$ cat config.mk
export PLATFORM = sky130hd
export DESIGN_NAME = fixed_point_divider
export DESIGN_NICKNAME = d
export VERILOG_FILES = /design/src/rtl/fixed_point_divider.sv
export SDC_FILE = /design/constraint.sdc
export NUM_CORES = 1
export LEC_CHECK = 0
export CORE_ASPECT_RATIO = 1.4
export CORE_UTILIZATION = 58
export DETAILED_ROUTE_END_ITERATION = 12
export PLACE_DENSITY = 0.92
export SYNTH_ARGS = -nofsm -noshare
export SYNTH_HDL_FRONTEND = slang
export SYNTH_SLANG_ARGS = --single-unit
$ cat constraint.sdc
create_clock -name clk -period 3.9 [get_ports clk]
set_clock_uncertainty 0.1 [all_clocks]
set_input_delay 0.585 -clock clk [delete_from_list [all_inputs] [get_ports clk]]
set_output_delay 0.585 -clock clk [all_outputs]
set_load 0.05 [all_outputs]
$ cat src/rtl/fixed_point_divider.sv
// fixed_point_divider: sequential radix-2 restoring divider computing
// result = (a << FRAC) / b in signed fixed point, constant latency.
// Optional build macro FIXED_POINT_DIVIDER_ROUND_EN selects round-half-
// away-from-zero of the magnitude instead of truncation toward zero.
module fixed_point_divider #(
  parameter int unsigned IN_W  = 32,
  parameter int unsigned DIV_W = 22,
  parameter int unsigned FRAC  = 15
) (
  input  logic              clk,
  input  logic              rst,
  input  logic              in_valid,
  output logic              in_ready,
  input  logic [IN_W-1:0]   a,
  input  logic [DIV_W-1:0]  b,
  output logic              out_valid,
  input  logic              out_ready,
  output logic [IN_W-1:0]   result,
  output logic              dbz,
  output logic              sat
);

  localparam int unsigned N  = IN_W + FRAC;
  localparam int unsigned CW = $clog2(N + 1);

  localparam logic [N:0]      POS_LIM = (N+1)'((64'd1 << (IN_W - 1)) - 64'd1);
  localparam logic [N:0]      NEG_LIM = (N+1)'(64'd1 << (IN_W - 1));
  localparam logic [IN_W-1:0] MAX_V   = {1'b0, {(IN_W-1){1'b1}}};
  localparam logic [IN_W-1:0] MIN_V   = {1'b1, {(IN_W-1){1'b0}}};

  typedef enum logic [1:0] {IDLE, DIV, NORM, DONE} state_t;

  state_t            state_q, state_d;
  logic              sign_q;
  logic [N-1:0]      dvd_q;
  logic [DIV_W-1:0]  b_q;
  logic [DIV_W:0]    rem_q;
  logic [N-1:0]      quo_q;
  logic [CW-1:0]     cnt_q;
  logic [IN_W-1:0]   result_q;
  logic              dbz_q, sat_q;

  logic              accept;
  logic [IN_W-1:0]   mag_in;
  logic [DIV_W:0]    rem_sh, rem_d;
  logic              q_bit;
  logic [N:0]        mag_r;
  logic [IN_W-1:0]   norm_res;
  logic              norm_dbz, norm_sat;

  assign accept = in_valid && (state_q == IDLE);

  // State register with synchronous reset that aborts any operation
  always_ff @(posedge clk) begin
    if (rst) state_q <= IDLE;
    else     state_q <= state_d;
  end

  // Next-state logic
  always_comb begin
    state_d = state_q;
    case (state_q)
      IDLE: if (accept) state_d = DIV;
      DIV:  if (cnt_q == CW'(1)) state_d = NORM;
      NORM: state_d = DONE;
      DONE: if (out_ready) state_d = IDLE;
      default: state_d = IDLE;
    endcase
  end

  // Handshake outputs decoded from state; result flags come from registers
  always_comb begin
    in_ready  = (state_q == IDLE);
    out_valid = (state_q == DONE);
    result    = result_q;
    dbz       = dbz_q;
    sat       = sat_q;
  end

  // One restoring iteration: shift in next dividend bit, subtract if it fits
  always_comb begin
    mag_in = a[IN_W-1] ? (~a + IN_W'(1)) : a;
    rem_sh = {rem_q[DIV_W-1:0], dvd_q[N-1]};
    q_bit  = (rem_sh >= {1'b0, b_q});
    rem_d  = q_bit ? (rem_sh - {1'b0, b_q}) : rem_sh;
  end

  // Normalisation: optional rounding, then saturation, then sign
  always_comb begin
    mag_r    = {1'b0, quo_q};
`ifdef FIXED_POINT_DIVIDER_ROUND_EN
    if ({rem_q, 1'b0} >= {2'b00, b_q}) mag_r = mag_r + (N+1)'(1);
`endif
    norm_dbz = 1'b0;
    norm_sat = 1'b0;
    if (b_q == '0) begin
      norm_dbz = 1'b1;
      norm_res = sign_q ? MIN_V : MAX_V;
    end else if (!sign_q && (mag_r > POS_LIM)) begin
      norm_sat = 1'b1;
      norm_res = MAX_V;
    end else if (sign_q && (mag_r > NEG_LIM)) begin
      norm_sat = 1'b1;
      norm_res = MIN_V;
    end else begin
      norm_res = sign_q ? (~mag_r[IN_W-1:0] + IN_W'(1)) : mag_r[IN_W-1:0];
    end
  end

  // Datapath registers: operand capture, iteration, result latch
  always_ff @(posedge clk) begin
    if (rst) begin
      sign_q   <= 1'b0;
      dvd_q    <= '0;
      b_q      <= '0;
      rem_q    <= '0;
      quo_q    <= '0;
      cnt_q    <= '0;
      result_q <= '0;
      dbz_q    <= 1'b0;
      sat_q    <= 1'b0;
    end else begin
      case (state_q)
        IDLE: if (accept) begin
          sign_q <= a[IN_W-1];
          dvd_q  <= {mag_in, {FRAC{1'b0}}};
          b_q    <= b;
          rem_q  <= '0;
          quo_q  <= '0;
          cnt_q  <= CW'(N);
        end
        DIV: begin
          rem_q <= rem_d;
          dvd_q <= {dvd_q[N-2:0], 1'b0};
          quo_q <= {quo_q[N-2:0], q_bit};
          cnt_q <= cnt_q - CW'(1);
        end
        NORM: begin
          result_q <= norm_res;
          dbz_q    <= norm_dbz;
          sat_q    <= norm_sat;
        end
        default: ;
      endcase
    end
  end

endmodule

==> flow_metrics.py, run 1 <==
metrics = {
    "outcome": {
        "status": "completed",
    },
    "die": {
        "fp.dieW_um": 109,
        "io_pins": 94,
        "fp.dieArea_um2": 16400,
        "die_h_um": 151,
        "rows": 54,
        "start_util_pct": 59.4,
        "core_area_um2": 15500,
    },
    "sta": {
        "fin_tns_setup_ns": 0,
        "hold_violations": 0,
        "slew_viol_final": 0,
        "worst_pin_slew_ns": 1.10,
        "period_needed_ns": 3.40,
        "fin_crit_sh_pct": 87.1,
        "max_freq_mhz": 294,
        "maxSlewHeadroom_pct": 26.4,
        "rsz0062_at_grt": "false",
        "worst_slack_ns": 0.503,
        "setup_viol": 0,
    },
    "clocking": {
        "post_cts_buffers": 0,
        "cts_tree": "built",
        "max-clock-path-buffers": 2,
        "clkSinkCount": 166,
        "cts_made_buffers": 17,
        "clk-insertion-delay-late_ns": 0.43,
        "post_cts_resize_count": 0,
        "clock-root-buffer": "clkbuf_16",
        "clk_pin_slew_worst_paths_ns": 0.07,
        "htreeDepth": 4,
        "cts_hold_buf": 0,
    },
    "route": {
        "ant_nets": 0,
        "wl_um": 24500,
        "wl_met1_um": 9480,
        "firstDrtPassIters": 5,
        "route.detailed.drc": 0,
        "routedWlPerCell_um": 17.1,
        "drtIter0Drc": 671,
        "highest_layer": "met4",
        "wl_met2_um": 12500,
        "via_per_inst": 6.26,
        "vias": 8941,
        "routed-wl-met3_um": 1300,
    },
    "layout": {
        "n_antenna_cell": 0,
        "syn_to_final_growth_pct": 16.9,
        "final_cell_mix": "183 x nand2_1, 166 x dfxtp_1, 108 x a21oi_1",
        "final_common_cell": "nand2_1",
        "drive_gt1_share_pct": 6.16,
        "fin_nets": 1310,
    },
    "global_route": {
        "grt_first_pass_wirelength_um": 40200,
        "antenna_found_initial": 0,
        "grt_remaining_overflow": 0,
        "grt_use_total_pct": 30.8,
        "grt_pass1_vias": 8591,
        "grt_max_degree": 72,
    },
    "worst_setup_path": {
        "path_class": "reg -> reg",
        "critical_path_buf_inv_count": 3,
        "crit_slowest_cell": "fa_1",
        "cp_data_required_time_ns": 4.12,
        "crit_end": "rem_q[18]",
        "slowest_delay_ns": 0.44,
        "crit_chain": "inv_1 -> ha_1 -> inv_1 -> fa_1 -> a211oi_1 -> o211ai_1 -> a21o_1 -> a31oi_1 -> buf_4 -> o21ai_0 -> a221oi_1 -> xor2_1 -> o21ai_1",
        "r2r_start": "dvd_q[46]",
        "cp.arrival_ns": 3.62,
        "reg2reg_to": "rem_q[18]",
        "cp.depth": 13,
        "path_common_cell": "inv_1",
        "cp-start-kind": "flip-flop",
        "crit_family": "compound AO/OA/AOI/OAI gates",
        "endpoint_kind": "flip-flop",
        "crit_start": "dvd_q[46]",
        "rrSetupSlack_ns": 0.50,
        "path_max_fanout": 4,
        "worstRegToRegCells": 13,
    },
    "place": {
        "port_buffers": 93,
        "gp_congestion": 0.929,
        "dp_hpwl_um": 17000,
        "dp_worst_setup_slack_ns": 0.419,
    },
    "synthesis": {
        "synthFlopType": "dfxtp_1",
        "synth.distinct_cells": 75,
        "yosys_warnings": 0,
        "syn_area_um2": 9230,
        "async_flop_share_pct": 0,
        "synth-seq-cells": 166,
        "synth_nets": 1266,
        "synth_edf_count": 0,
        "syn_area_per_cell_um2": 7.85,
        "syn_inst": 1176,
        "ys_seq_area_share_pct": 36.0,
    },
    "pwr": {
        "ir_worst_vdd_uv": 1360,
        "powerDensity_nw_per_um2": 774,
        "p_leak_nw": 4.12,
    },
    "min_path": {
        "hold_class": "reg -> reg",
    },
    "run": {
        "drv_cap": 0,
    },
}
## flip-flops by register name, summed over array words and instances (netlist names)
signal	cells
quo_q	47
dvd_q	32
result	32
b_q	22
rem_q	22
cnt_q	6
state_q	2
dbz	1
sat	1
sign_q	1
## worst min-delay path: cells and delay by family (launching register included)
family / cells / cell delay (ns)
AND/OR/NAND/NOR: 1 / 0.05
AO/OA/AOI/OAI: 1 / 0.05
flip-flops: 1 / 0.31
## worst min-delay path by stage
stage	to	depth (start not counted)	from
3_3_place_gp	dvd_q[22]	2	dvd_q[22]
4_1_cts	dvd_q[43]	2	dvd_q[43]
2_1_floorplan	dvd_q[44]	1	dvd_q[44]
6_report	dvd_q[24]	2	dvd_q[24]
5_1_grt	dvd_q[21]	2	dvd_q[21]
3_5_place_dp	dvd_q[44]	1	dvd_q[44]
## cell type report
class,count,area [um2]
fill,1211,4750
multi-input combinational,884,5420
clock inverter,13,144
timing repair buffer,109,1060
inverter,42,158
tap,196,245
sequential,166,3320
clock buffer,19,443
## stage by stage
stage	power, mW	std cells	hold slack (ns)	area [um2]	utilization [%]
final	8.35	1429	0.350	10800	69.4
after detailed placement	6.56	1397	0.340	10200	65.7
after global routing	8.85	1429	0.374	10800	69.4
after CTS	8.28	1429	0.352	10800	69.4
after floorplan	5.51	1176	0.319	9230	-
after global placement	6.48	1397	0.338	10200	65.7
## cells by family after synthesis
logic type,after synthesis,share of synthesized area [%]
muxes,21,2.28
buffers and inverters,126,5.34
DFF,166,36.0
adders and majority gates,32,4.42
AOI/OAI and AO/OA,352,24.7
xor gates and xnor gates,71,6.74
and+or+nand+nor,408,20.5
## power breakdown
| part | switching [mW] | internal, mW |
|---|---|---|
| sequential | 0.214 | 1.99 |
| combinational | 2.68 | 1.78 |
| clock | 0.718 | 0.969 |
## cell usage after synthesis, types with 16 or more instances
library cell | number | share of area [%]
nand2_1 | 183 | 7.4
dfxtp_1 | 166 | 36
a21oi_1 | 108 | 5.9
nor2_1 | 95 | 3.9
clkbuf_1 | 63 | 2.6
o21ai_0 | 54 | 2.9
a22oi_1 | 47 | 3.8
inv_1 | 41 | 1.7
xnor2_1 | 38 | 3.6
xor2_1 | 33 | 3.1
ha_1 | 31 | 4.2
nand3_1 | 23 | 1.2
mux2i_1 | 21 | 2.3
nor3_1 | 20 | 1.1
a31oi_1 | 17 | 1.2
nor4_1 | 17 | 1.2
a211oi_1 | 16 | 1.3
## per-layer routing
metal | vias up | GRT usage [%]
met5 | - | 0
met4 | 0 | 18.2
met3 | 98 | 4.69
met2 | 337 | 54.5
met1 | 4199 | 34.5
li1 | 4307 | -
No activity file was read; power rests on OpenSTA's default activity.
==> run 2: changes to the inputs <==
--- a/config.mk
+++ b/config.mk
@@ -7,6 +7,7 @@
 export LEC_CHECK = 0
 export CORE_ASPECT_RATIO = 1.4
 export CORE_UTILIZATION = 58
+export CTS_CLUSTER_DIAMETER = 120
 export DETAILED_ROUTE_END_ITERATION = 12
 export PLACE_DENSITY = 0.92
 export SYNTH_ARGS = -nofsm -noshare
==> results of run 2 <==
Same layout as run 1: the final DEF is identical, and so are final timing and power.
